===== src/rtl/is_pkg.sv =====
`default_nettype none
// -----------------------------------------------------------------------------
// is_pkg -- shared FSM encoding and LOAD-phase length for is_feed_ctrl | rev 1.0
// -----------------------------------------------------------------------------
package is_pkg;

  typedef enum logic [2:0] {
    IDLE      = 3'd0,
    CLEAR     = 3'd1,
    LOAD_WAIT = 3'd2,
    LOAD      = 3'd3,
    STREAM    = 3'd4,
    DRAIN     = 3'd5
  } state_t;

  // Each PE takes two cycles to pass its load enable on, plus one cycle to settle.
  function automatic int load_len(input int cols);
    return 2 * cols + 1;
  endfunction

endpackage
`default_nettype wire


===== src/rtl/is_skew_line.sv =====
`default_nettype none
// -----------------------------------------------------------------------------
// is_skew_line -- fixed-depth register delay line, one per PE row | rev 1.0
// -----------------------------------------------------------------------------
module is_skew_line #(
  parameter int DEPTH = 1,
  parameter int WIDTH = 8
) (
  input  logic             clk,
  input  logic             rst_n,
  input  logic [WIDTH-1:0] din,
  output logic [WIDTH-1:0] dout
);

  logic [WIDTH-1:0] stages [DEPTH];

  always_ff @(posedge clk or negedge rst_n) begin
    if (!rst_n) begin
      for (int i = 0; i < DEPTH; i++) stages[i] <= '0;
    end else begin
      stages[0] <= din;
      for (int i = 1; i < DEPTH; i++) stages[i] <= stages[i-1];
    end
  end

  assign dout = stages[DEPTH-1];

endmodule
`default_nettype wire


===== src/rtl/is_feed_ctrl.sv =====
`default_nettype none
// -----------------------------------------------------------------------------
// is_feed_ctrl -- preloads PE activations, then streams row-skewed weights | rev 1.0
// -----------------------------------------------------------------------------
module is_feed_ctrl
  import is_pkg::*;
#(
  parameter int ROWS    = 4,
  parameter int COLS    = 4,
  parameter int WIDTH_A = 16,
  parameter int WIDTH_B = 16,
  parameter int WIDTH_K = 16
) (
  input  logic                    clk,
  input  logic                    rst_n,
  input  logic                    start,
  input  logic [WIDTH_K-1:0]      k_len,
  input  logic [ROWS*WIDTH_A-1:0] act_vec,
  input  logic                    act_valid,
  output logic                    act_ready,
  input  logic [ROWS*WIDTH_B-1:0] wei_vec,
  input  logic                    wei_valid,
  output logic                    wei_ready,
  output logic [ROWS*WIDTH_A-1:0] act_o,
  output logic [ROWS-1:0]         cell_sc_en_o,
  output logic                    reg_clear_o,
  output logic [ROWS*WIDTH_B-1:0] wei_o,
  output logic [ROWS-1:0]         pipeline_en_o,
  output logic [ROWS-1:0]         cell_en_o,
  output logic                    busy,
  output logic                    done,
  output logic                    err
);

  localparam int LOAD_LEN = load_len(COLS);
  localparam int CNT_MAX  = (LOAD_LEN > ROWS) ? LOAD_LEN : ROWS;
  localparam int CNT_W    = $clog2(CNT_MAX + 1);
  localparam int SK_W     = WIDTH_B + 2;

  state_t             state, state_nxt;
  logic [CNT_W-1:0]   cnt;
  logic [WIDTH_K-1:0] remaining;
  logic               act_fire, wei_fire, last_fire;
  logic [ROWS-1:0]    row_last, tail;

  assign act_fire = act_ready & act_valid;
  assign wei_fire = wei_ready & wei_valid;

  always_comb begin
    state_nxt    = state;
    act_ready    = 1'b0;
    wei_ready    = 1'b0;
    reg_clear_o  = 1'b0;
    cell_sc_en_o = '0;
    busy         = 1'b1;
    done         = 1'b0;
    last_fire    = 1'b0;
    case (state)
      IDLE: begin
        busy = 1'b0;
        if (start && (k_len != '0)) state_nxt = CLEAR;
      end
      CLEAR: begin
        reg_clear_o = 1'b1;
        state_nxt   = LOAD_WAIT;
      end
      LOAD_WAIT: begin
        act_ready = 1'b1;
        if (act_valid) state_nxt = LOAD;
      end
      LOAD: begin
        cell_sc_en_o = '1;
        if (cnt == CNT_W'(LOAD_LEN - 1)) state_nxt = STREAM;
      end
      STREAM: begin
        wei_ready = 1'b1;
        if (wei_valid && (remaining == WIDTH_K'(1))) begin
          last_fire = 1'b1;
          state_nxt = DRAIN;
        end
      end
      DRAIN: begin
        if (cnt == CNT_W'(ROWS - 1)) begin
          done      = 1'b1;
          state_nxt = IDLE;
        end
      end
      default: state_nxt = IDLE;
    endcase
  end

  always_ff @(posedge clk or negedge rst_n) begin
    if (!rst_n) state <= IDLE;
    else        state <= state_nxt;
  end

  always_ff @(posedge clk or negedge rst_n) begin
    if (!rst_n) begin
      cnt       <= '0;
      remaining <= '0;
      err       <= 1'b0;
      act_o     <= '0;
      tail      <= '0;
      cell_en_o <= '0;
    end else begin
      cnt <= (state_nxt != state) ? '0 : cnt + CNT_W'(1);
      err <= (state == IDLE) && start && (k_len == '0);
      if ((state == IDLE) && start && (k_len != '0)) remaining <= k_len;
      else if (wei_fire)                             remaining <= remaining - WIDTH_K'(1);
      if (act_fire) act_o <= act_vec;
      // A row stays enabled one cycle past the cycle its final weight is presented.
      tail <= row_last;
      if ((state == LOAD_WAIT) && (state_nxt == LOAD)) cell_en_o <= '1;
      else                                             cell_en_o <= cell_en_o & ~tail;
    end
  end

  for (genvar r = 0; r < ROWS; r++) begin : g_row
    logic [SK_W-1:0] sk_in, sk_out;

    // Cycles without an accepted vector travel down the line as zero bubbles.
    assign sk_in = wei_fire ? {last_fire, 1'b1, wei_vec[r*WIDTH_B +: WIDTH_B]} : '0;

    is_skew_line #(
      .DEPTH (r + 1),
      .WIDTH (SK_W)
    ) u_skew (
      .clk   (clk),
      .rst_n (rst_n),
      .din   (sk_in),
      .dout  (sk_out)
    );

    assign wei_o[r*WIDTH_B +: WIDTH_B] = sk_out[WIDTH_B-1:0];
    assign pipeline_en_o[r]            = sk_out[WIDTH_B];
    assign row_last[r]                 = sk_out[WIDTH_B+1];
  end

endmodule
`default_nettype wire

===== config.mk =====
export PLATFORM = sky130hd
export DESIGN_NAME = is_feed_ctrl
export DESIGN_NICKNAME = d
export VERILOG_FILES = /design/src/rtl/is_pkg.sv /design/src/rtl/is_skew_line.sv /design/src/rtl/is_feed_ctrl.sv
export SDC_FILE = /design/constraint.sdc
export NUM_CORES = 1
export LEC_CHECK = 0
export ABC_AREA = 1
export CORE_ASPECT_RATIO = 1.1
export CORE_MARGIN = 3
export CORE_UTILIZATION = 47
export CTS_CLUSTER_SIZE = 24
export DETAILED_ROUTE_END_ITERATION = 8
export HOLD_SLACK_MARGIN = 0.08
export PLACE_DENSITY = 0.93
export SLEW_MARGIN = 20
export SYNTH_ARGS = -nofsm -noshare
export SYNTH_HDL_FRONTEND = slang
export SYNTH_SLANG_ARGS = --single-unit

===== constraint.sdc =====
create_clock -name clk -period 1.7 [get_ports clk]
set_input_delay 0.34 -clock clk [delete_from_list [all_inputs] [get_ports clk]]
set_output_delay 0.34 -clock clk [all_outputs]
set_load 0.01 [all_outputs]

==> qor.yml <==
run_status:
  status: "finished with violations"
  failed_checks: "negative setup slack"
power_and_ir_drop:
  swShare: 0.288
  p_int_mw: 13.9
  power.leakage_nw: 7.24
  powerDensity_nw_per_um2: 1440
  p_sw_mw: 5.63
  p_comb_frac: 0.281
  power_mw: 19.5
  power_frac_seq: 0.411
  vdd_drop_max_mv: 1.07
  clkPwrFrac: 0.308
finish:
  finalNonFillerCells: 1320
  nFillCells: 1397
  final_net_count: 1206
  diodes: 0
  area_growth_pct: 42.3
  drive_gt1_frac: 0.199
critical_path:
  critPathLaunchType: "register"
  cp.depth: 5
  cp_slowest_cell: "dfrtp_2"
  reg2reg_depth: 5
  crit_path_max_fanout: 5
  rr_startpoint: "state[0]$_DFF_PN0_"
  crit_required_ps: 1360
  end_kind: "output port"
  r2r_end: "act_o[50]$_DFFE_PN0P_"
  critPathMostFrequentCell: "buf_6"
  critPathKind: "reg2out"
  startpoint: "state[1]$_DFF_PN0_"
  r2r_slack_ps: 60
  path_delay_family: "flip-flops"
  critPathMaxStageDelay_ps: 480
  critPathArrivalTime_ps: 1450
  path_buf_inv: 3
  crit_path_end: "reg_clear_o"
  crit_chain: "buf_6 > nor2_4 > nand2_2 > inv_2 > buf_6"
logic_synthesis:
  synthMuxAreaShare: 0.0821
  synthesis.nets: 908
  ys_warn_count: 0
  synth_adder_area_share: 0.00526
  synth_compound_area_frac: 0.00631
  ys_seq_area_frac: 0.686
  netlist_instances: 755
  synth_top_flop_cell: "dfrtp_1"
  syn_area_um2: 9510
  synth-xor-area-share: 0.0129
  yosys-top-cells-area: "dfrtp_1 (69%), buf_4 (5.7%), mux2_2 (5.7%)"
  yosysTopAreaCell: "dfrtp_1"
  synth-edff-count: 0
  ys_types: 26
  synth.avg_cell_area_um2: 12.6
  yosys.area_share.simple: 0.0990
  async_flop_share: 1.00
  yosysMostFrequentCell: "dfrtp_1"
  synth_top_area_frac: 0.686
  synth_seq_cells: 261
  synth_top_family_by_area: "buffers and inverters"
  ys_top_cells_by_count: "dfrtp_1 (261), nor2_1 (109), inv_1 (89)"
route:
  firstDrtPassIters: 4
  routed_wl_mm: 23.6
  wl_per_cell_um: 17.9
  drcViolationCount: 0
  post_drt_via_cell_ratio: 4.68
  drt_iter0_markers: 330
  dr_total_vias: 6182
  ant_nets: 0
clock_network:
  cts_made_buffers: 26
  cts_tree: "built"
  clock_latency_ps: 510
  cts_max_level: 1
  cts.sinks: 261
  clockBufferDepth: 3
  clk_pin_slew_ps: 60
  clock-root-buffer: "clkbuf_16"
timing:
  fin_ws_ps: -86.7
  fin_tns_setup_ps: -550
  max_slew_margin: 0.675
  clock.fmax_ghz: 0.560
  slew_viol_final: 0
  hold_viol: 0
  worst_pin_slew_ps: 487
  period_needed_ps: 1790
  setup_viol: 8
  rsz0062_at_grt: "yes"
  fin_skew_ps: 14.8
  fin_crit_sh: 1.05
die:
  io_pins: 295
  rows: 53
  core_um2: 19500
  chipHeight_um: 155
  die_x_um: 142
  dieArea_um2: 22000
  initial_core_util: 0.488
global_route:
  grt_usage: 0.209
  grt_pass1_wl_mm: 35.9
  grt_max_degree: 57
  grt_pass1_vias: 6738
  gr-total-overflow: 0
  antenna_found_initial: 0
placement:
  dp.cells: 1259
  port_buffers: 294
  hpwlAfterDp_mm: 17.2
  gp_congestion: 0.841
run:
  max_cap_violations: 0
min_path:
  holdPathStages: 0
  hold_class: "reg2reg"
-- cells by family (layout without fill, tap and decap cells) --
kind of cell	count (synthesis)	after routing
AOI/OAI and AO/OA	9	9
xor gates and xnor gates	14	14
adders and majority gates	4	4
buffers and inverters	181	498
DFF	261	261
muxes	64	64
and+or+nand+nor	222	223
-- power by group through the flow --
stage,sequential [mW],combinational [mW],clock [mW]
2_1_floorplan,8.32,2.36,0
3_3_place_gp,8.02,5.59,0
3_5_place_dp,8.10,5.80,0
4_1_cts,7.99,5.31,6.15
5_1_grt,8.14,5.93,6.41
6_report,8.02,5.48,6.01
-- cell type report --
type | count | area (um^2) | area share
timing repair buffer | 358 | 3390 | 0.251
inverter | 92 | 348 | 0.0257
multi-input combinational | 314 | 2030 | 0.150
sequential | 261 | 6530 | 0.483
clock buffer | 32 | 714 | 0.0528
tap | 247 | 309 | 0.0228
clock inverter | 16 | 211 | 0.0156
-- cells in the final DEF (no fill, tap or decap), types with 5 or more instances in the layout --
cell,instances
buf_12,9
buf_4,48
buf_6,13
clkbuf_16,27
clkdlybuf4s50_1,147
clkinv_4,5
clkinvlp_4,5
dfrtp_1,259
dlygate4sd2_1,137
inv_1,85
inv_2,6
mux2_2,48
mux2_4,16
nand2_1,72
nand3_1,21
nor2_1,103
nor2_4,5
o21ai_0,5
xnor2_1,7
xor2_1,7
-- metrics by stage --
stage               area [um^2]  utilization  hold WS (ps)  setup WS, ps
floorplan                  9510            -          44.4           244
global placement          12600        0.645           306          -182
detailed placement        12600        0.645           309          -258
CTS                       13400        0.687           316          -157
global route              13500        0.694           336          -158
finish                    13500        0.694           335         -86.7
-- routing by layer --
metal	GRT usage	wire length (um)	vias to the layer above
met1	0.241	8660	3073
met5	0	0	-
met3	0.0427	1280	50
met4	0.0676	655	0
li1	-	-	2842
met2	0.385	13000	217
-- what timing repair did --
| item | 4_1_cts | 5_1_grt |
|---|---|---|
| setup buffers | 4 | 7 |
| cloned | 0 | 1 |
| endpoints found under the setup margin | 146 | 39 |
| pin swaps | 3 | 7 |
| hold endpoints to repair | 47 | 0 |
| hold buffers | 1 | 0 |
| gates resized for setup | 186 | 26 |
-- sequential cells by signal (all words and copies together) (netlist names) --
| register | cells |
|---|---|
| cell_en_o | 4 |
| state | 3 |
| tail | 4 |
| g_row.u_skew.dout | 66 |
| g_row.u_skew.stages | 99 |
| err | 1 |
| act_o | 64 |
| remaining | 16 |
| cnt | 4 |
-- worst min-delay path by stage --
stage | start | endpoint | slack, ps
after global placement | rst_n | g_row[2].u_skew.dout[2]$_DFF_PN0_ | 310
after CTS | wei_vec[36] | g_row[2].u_skew.stages[40]$_DFF_PN0_ | 320
after global routing | wei_vec[33] | g_row[2].u_skew.stages[37]$_DFF_PN0_ | 340
final | g_row[3].u_skew.stages[50]$_DFF_PN0_ | g_row[3].u_skew.stages[32]$_DFF_PN0_ | 330
after floorplan | rst_n | act_o[0]$_DFFE_PN0P_ | 40
after detailed placement | rst_n | g_row[2].u_skew.dout[2]$_DFF_PN0_ | 310
(Power assumes the default switching activity.)
